**src/rtl/medidor_faixa_uc.sv**
```systemverilog
// Control unit (Moore FSM) for the range-meter datapath: periodic measurement, "CDU#" transmission,
// the "AAA#" hit message, and a watchdog that flags measurements that never complete.
module medidor_faixa_uc #(
  parameter int unsigned TIMEOUT_MEDIDA = 1_500_000,
  parameter int unsigned TW             = 21
) (
  input  logic       clock,
  input  logic       reset,
  input  logic       ligar,
  input  logic       pronto_medida,
  input  logic       pronto_tx,
  input  logic       is_ultimo_char,
  input  logic       is_ultimo_char_a,
  input  logic       fim_time,
  input  logic       fim_3sec,
  output logic       zera,
  output logic       zera_time,
  output logic       conta_time,
  output logic       mensurar,
  output logic       partida_tx,
  output logic       zera_char,
  output logic       conta_prox_char,
  output logic       zera_char_a,
  output logic       conta_prox_char_a,
  output logic       registra_acertou,
  output logic       pronto,
  output logic       timeout,
  output logic [3:0] db_estado
);

  typedef enum logic [3:0] {
    INICIAL   = 4'd0,
    PREPARA   = 4'd1,
    ESPERA    = 4'd2,
    MEDE      = 4'd3,
    AG_MED    = 4'd4,
    TX        = 4'd5,
    ESP_TX    = 4'd6,
    PROX      = 4'd7,
    FIM_CIC   = 4'd8,
    REG_AC    = 4'd9,
    TX_A      = 4'd10,
    ESP_TX_A  = 4'd11,
    PROX_A    = 4'd12,
    ACERTOU   = 4'd13,
    LIVRE_14  = 4'd14,
    LIVRE_15  = 4'd15
  } estado_t;

  localparam logic [TW-1:0] WD_LIMITE = TW'(TIMEOUT_MEDIDA - 1);

  estado_t         estado;
  estado_t         proximo;
  logic [TW-1:0]   watchdog;
  logic            wd_expira;

  assign wd_expira = (watchdog == WD_LIMITE);

  always_ff @(posedge clock) begin
    if (reset) begin
      estado   <= INICIAL;
      watchdog <= '0;
      timeout  <= 1'b0;
    end else begin
      estado <= proximo;

      if (estado == MEDE) begin
        watchdog <= '0;
      end else if (estado == AG_MED && watchdog != '1) begin
        watchdog <= watchdog + 1'b1;
      end

      // a measurement that arrives on the expiry cycle is still accepted, so no flag then
      if (estado == PREPARA) begin
        timeout <= 1'b0;
      end else if (estado == AG_MED && ligar && !pronto_medida && wd_expira) begin
        timeout <= 1'b1;
      end
    end
  end

  always_comb begin
    proximo = estado;
    if (estado != INICIAL && !ligar) begin
      proximo = INICIAL;
    end else begin
      case (estado)
        INICIAL:  if (ligar) proximo = PREPARA;
        PREPARA:  proximo = ESPERA;
        ESPERA: begin
          if (fim_3sec)      proximo = REG_AC;
          else if (fim_time) proximo = MEDE;
        end
        MEDE:     proximo = AG_MED;
        AG_MED: begin
          if (pronto_medida)  proximo = TX;
          else if (wd_expira) proximo = FIM_CIC;
        end
        TX:       proximo = ESP_TX;
        ESP_TX: begin
          if (pronto_tx) proximo = is_ultimo_char ? FIM_CIC : PROX;
        end
        PROX:     proximo = TX;
        FIM_CIC:  proximo = ESPERA;
        REG_AC:   proximo = TX_A;
        TX_A:     proximo = ESP_TX_A;
        ESP_TX_A: begin
          if (pronto_tx) proximo = is_ultimo_char_a ? ACERTOU : PROX_A;
        end
        PROX_A:   proximo = TX_A;
        ACERTOU:  proximo = ACERTOU;
        default:  proximo = INICIAL;
      endcase
    end
  end

  always_comb begin
    zera              = 1'b0;
    zera_time         = 1'b0;
    conta_time        = 1'b0;
    mensurar          = 1'b0;
    partida_tx        = 1'b0;
    zera_char         = 1'b0;
    conta_prox_char   = 1'b0;
    zera_char_a       = 1'b0;
    conta_prox_char_a = 1'b0;
    registra_acertou  = 1'b0;
    pronto            = 1'b0;
    case (estado)
      PREPARA: begin
        zera        = 1'b1;
        zera_time   = 1'b1;
        zera_char   = 1'b1;
        zera_char_a = 1'b1;
      end
      ESPERA:   conta_time = 1'b1;
      MEDE: begin
        mensurar  = 1'b1;
        zera_time = 1'b1;
      end
      TX:       partida_tx = 1'b1;
      PROX:     conta_prox_char = 1'b1;
      FIM_CIC: begin
        zera_char = 1'b1;
        zera_time = 1'b1;
      end
      REG_AC: begin
        registra_acertou = 1'b1;
        zera_char_a      = 1'b1;
      end
      TX_A:     partida_tx = 1'b1;
      PROX_A:   conta_prox_char_a = 1'b1;
      ACERTOU:  pronto = 1'b1;
      default: ;
    endcase
  end

  assign db_estado = estado;

endmodule
```
**config.mk**
```make
export PLATFORM = sky130hd
export DESIGN_NAME = medidor_faixa_uc
export DESIGN_NICKNAME = d
export VERILOG_FILES = /design/src/rtl/medidor_faixa_uc.sv
export SDC_FILE = /design/constraint.sdc
export NUM_CORES = 1
export LEC_CHECK = 0
export CAP_MARGIN = 20
export CORE_MARGIN = 3
export CORE_UTILIZATION = 40
export DETAILED_ROUTE_END_ITERATION = 16
export SYNTH_ARGS = -nofsm -noshare
export SYNTH_HDL_FRONTEND = slang
export SYNTH_SLANG_ARGS = --single-unit
```
**constraint.sdc**
```tcl
create_clock -name clock -period 2 [get_ports clock]
set_clock_uncertainty 0.05 [all_clocks]
set_input_delay 0.2 -clock clock [delete_from_list [all_inputs] [get_ports clock]]
set_output_delay 0.2 -clock clock [all_outputs]
set_load 0.1 [all_outputs]
```
==> impl_metrics.env <==
export IMPL_utilization_pct=64.22
export IMPL_power_density_mw_per_mm2=1200
export IMPL_stdcell_area_mm2=0.002475
export IMPL_cp_start_kind="register"
export IMPL_die_x_um=70.67
export IMPL_path_clk_slew_ps=90
export IMPL_seqPwrFrac_pct=20.9
export IMPL_whs_endpoint="watchdog[15]$_SDFFE_PP0P_"
export IMPL_routed_via_density=5.781
export IMPL_preCtsSetupSlack_ps=4.901
export IMPL_syn_nets=230
export IMPL_final_period_minus_worst_setup_slack_ps=1963
export IMPL_arrival_ps=2120
export IMPL_internal_power_mw=1.426
export IMPL_met2_length_um=2092
export IMPL_cts_sinks=26
export IMPL_setup_viol=0
export IMPL_p_clk_share_pct=10.2
export IMPL_crit_slowest_cell="or4b_4"
export IMPL_antenna_found_initial=0
export IMPL_nFillCells=356
export IMPL_grt_pass1_wl_um=7700
export IMPL_core_area_mm2=0.003854
export IMPL_clk_latency_ps=270
export IMPL_crit_chain="or4b_4, a31o_4, or4_4, a21oi_2"
export IMPL_cts_buffers=3
export IMPL_rsz0062_at_grt="true"
export IMPL_p_comb_share_pct=68.9
export IMPL_ctsRootBufferMaster="clkbuf_8"
export IMPL_firstDrtPassIters=4
export IMPL_vdd_ir_drop_worst_v=0.0008230
export IMPL_wl_um=4656
export IMPL_ff2ff_path_depth=4
export IMPL_drv_slew=0
export IMPL_synth_edff_count=0
export IMPL_crit_type="register to register"
export IMPL_drv_cap=0
export IMPL_ys_flop_type="dfxtp_1"
export IMPL_post_route_cells_drive_above_1_share_pct=35.11
export IMPL_top_layer_used="met4"
export IMPL_crit_buf_inv=0
export IMPL_rows=22
export IMPL_ys_seq_area_share_pct=31.11
export IMPL_r2r_slack_ps=40
export IMPL_synth_distinct_cells=49
export IMPL_track_usage_pct=18.54
export IMPL_grt_ovfl_total=0
export IMPL_io_pins=25
export IMPL_critical_path_max_stage_delay_ps=580
export IMPL_drt_iter0_drc=126
export IMPL_rr_startpoint="db_estado[1]$_SDFFE_PP0P_"
export IMPL_die_area_mm2=0.004994
export IMPL_power_leakage_nw=0.8889
export IMPL_dp_hpwl_um=3631
export IMPL_setup_ws_ps=37.32
export IMPL_synth_most_common_cell="dfxtp_1"
export IMPL_hold_start="watchdog[15]$_SDFFE_PP0P_"
export IMPL_cts_buffer_depth=2
export IMPL_required_ps=2160
export IMPL_switching_share_pct=51.98
export IMPL_cts_tree="yes"
export IMPL_drc=0
export IMPL_syn_area_per_cell_um2=7.604
export IMPL_h_tree_depth=1
export IMPL_antenna_cells=0
export IMPL_synth_area_leaders="dfxtp_1 31%, a21oi_1 4.8%, nand2_1 4.5%"
export IMPL_wl_per_cell_um=15.02
export IMPL_async_flop_share_pct=0
export IMPL_synth_top_area_share_pct=31.11
export IMPL_worstSetupEndpointType="register"
export IMPL_synth_common_cells="26 x dfxtp_1, 20 x nand2_1, 19 x nor2_1, 16 x a21oi_1, 14 x o21ai_0"
export IMPL_wirelength_met1_um=2206
export IMPL_hold_violations=0
export IMPL_place_congestion=0.8993
export IMPL_grt_pass1_vias=1663
export IMPL_power_total_mw=2.970
export IMPL_grt_max_degree=23
export IMPL_crit_family="simple AND/OR/NAND/NOR gates"
export IMPL_port_buffers=24
export IMPL_status="completed"
export IMPL_synth_area_mm2=0.001673
export IMPL_ant_nets=0
export IMPL_placed_cell_area_mm2=0.002333
export IMPL_die_h_um=70.67
export IMPL_yosys_area_top_type="dfxtp_1"
export IMPL_yosys_warnings=0
export IMPL_crit_fanout=13
export IMPL_syn_inst=220
export IMPL_worst_slew_margin_rel_pct=69.21
export IMPL_initial_core_util_pct=43.41
export IMPL_layout_nets=273
export IMPL_vias=1792
export IMPL_max_freq_ghz=0.5095
export IMPL_hold_depth=2
export IMPL_startpoint="db_estado[1]$_SDFFE_PP0P_"
export IMPL_worst_slew_pin_slew_ps=461.0
export IMPL_period_share_pct=98.13
export IMPL_hold_class="register to register"
export IMPL_ys_seq_elements=26
export IMPL_wl_met3_um=292
export IMPL_netSwitchingPower_mw=1.544
export IMPL_syn_to_final_growth_pct=47.94
export IMPL_reg2reg_to="watchdog[7]$_SDFFE_PP0P_"
placed cells by master, fill, tap and decap left out, types with 3 or more instances in the layout:
master / n
xnor2_1: 5
clkbuf_8: 3
o22ai_1: 3
nor2_1: 14
or3_1: 6
dfxtp_1: 20
nand3_1: 11
nand2b_1: 4
buf_4: 32
buf_12: 11
nand4_1: 6
nor3_1: 6
dfxtp_4: 5
clkdlybuf4s50_1: 8
a21oi_1: 9
nand3_2: 3
a31oi_1: 6
a21oi_2: 7
nor2_4: 4
o21ai_0: 13
nand2_1: 18
and3_1: 7
timing repair:
action	4_1_cts	5_1_grt
pin swaps	6	3
hold endpoints to repair	0	0
gates resized for setup	6	15
setup buffers	0	1
hold buffers	0	0
setup endpoints to repair	5	14
cloned	0	0
routing by layer:
| metal | GRT usage, % | vias to the layer above |
|---|---|---|
| li1 | - | 901 |
| met1 | 25.41 | 839 |
| met2 | 30.15 | 45 |
| met3 | 4.119 | 7 |
| met4 | 3.758 | 0 |
| met5 | 0 | - |
kinds of logic (layout without fill, tap and decap cells):
kind of cell             Yosys count  in the layout  share of synthesized area, %
multiplexers                       3              3                         1.870
buffers and inverters             16             58                         4.263
XOR/XNOR                           6              6                         3.141
AO/OA/AOI/OAI                     58             58                         21.32
flip-flops                        26             26                         31.11
AND/OR/NAND/NOR                  110            110                         37.55
adder cells (fa/ha/maj)            1              1                        0.7478
worst reg2reg max path, delay by kind of cell, from the launching register on:
family | cells | cell delay (ps)
AND/OR/NAND/NOR | 2 | 1070
AO/OA/AOI/OAI | 2 | 420
flip-flops | 1 | 360
worst max-delay path by stage:
stage | end | slack (ps) | cells past startpoint
finish | watchdog[7]$_SDFFE_PP0P_ | 40 | 4
global route | watchdog[14]$_SDFFE_PP0P_ | -20 | 6
CTS | watchdog[18]$_SDFFE_PP0P_ | 10 | 5
detailed placement | watchdog[18]$_SDFFE_PP0P_ | 5 | 5
global placement | watchdog[14]$_SDFFE_PP0P_ | 30 | 5
floorplan | watchdog[19]$_SDFFE_PP0P_ | -630 | 5
state kept, by name, indices dropped and copies added (netlist names):
signal	cells
watchdog	21
timeout	1
db_estado	4
metrics by stage:
stage / std cells / hold WS (ps) / TNS, ps
finish: 310 / 431.2 / 0
global route: 310 / 478.0 / -23.10
global placement: 305 / 423.0 / 0
CTS: 309 / 450.8 / 0
floorplan: 220 / 229.3 / -12370
detailed placement: 305 / 437.7 / 0
power by group through the flow:
| stage | Clock [mW] | Combinational, mW | Sequential, mW |
|---|---|---|---|
| final | 0.302 | 2.05 | 0.622 |
| after global routing | 0.334 | 2.15 | 0.632 |
| after CTS | 0.313 | 2.01 | 0.623 |
| after detailed placement | 0 | 1.99 | 0.635 |
| after global placement | 0 | 1.97 | 0.630 |
| after floorplan | 0 | 1.20 | 0.872 |
final cells by class:
type                       instances  area (um2)  area share (%)
multi-input combinational        178        1274           51.47
inverter                           3       15.01          0.6067
clock inverter                     1       3.754          0.1517
tap                               48       60.06           2.427
clock buffer                       3       41.29           1.668
sequential                        26       540.5           21.84
timing repair buffer              51       540.5           21.84
Note: power is estimated with default switching activity, not from simulation.
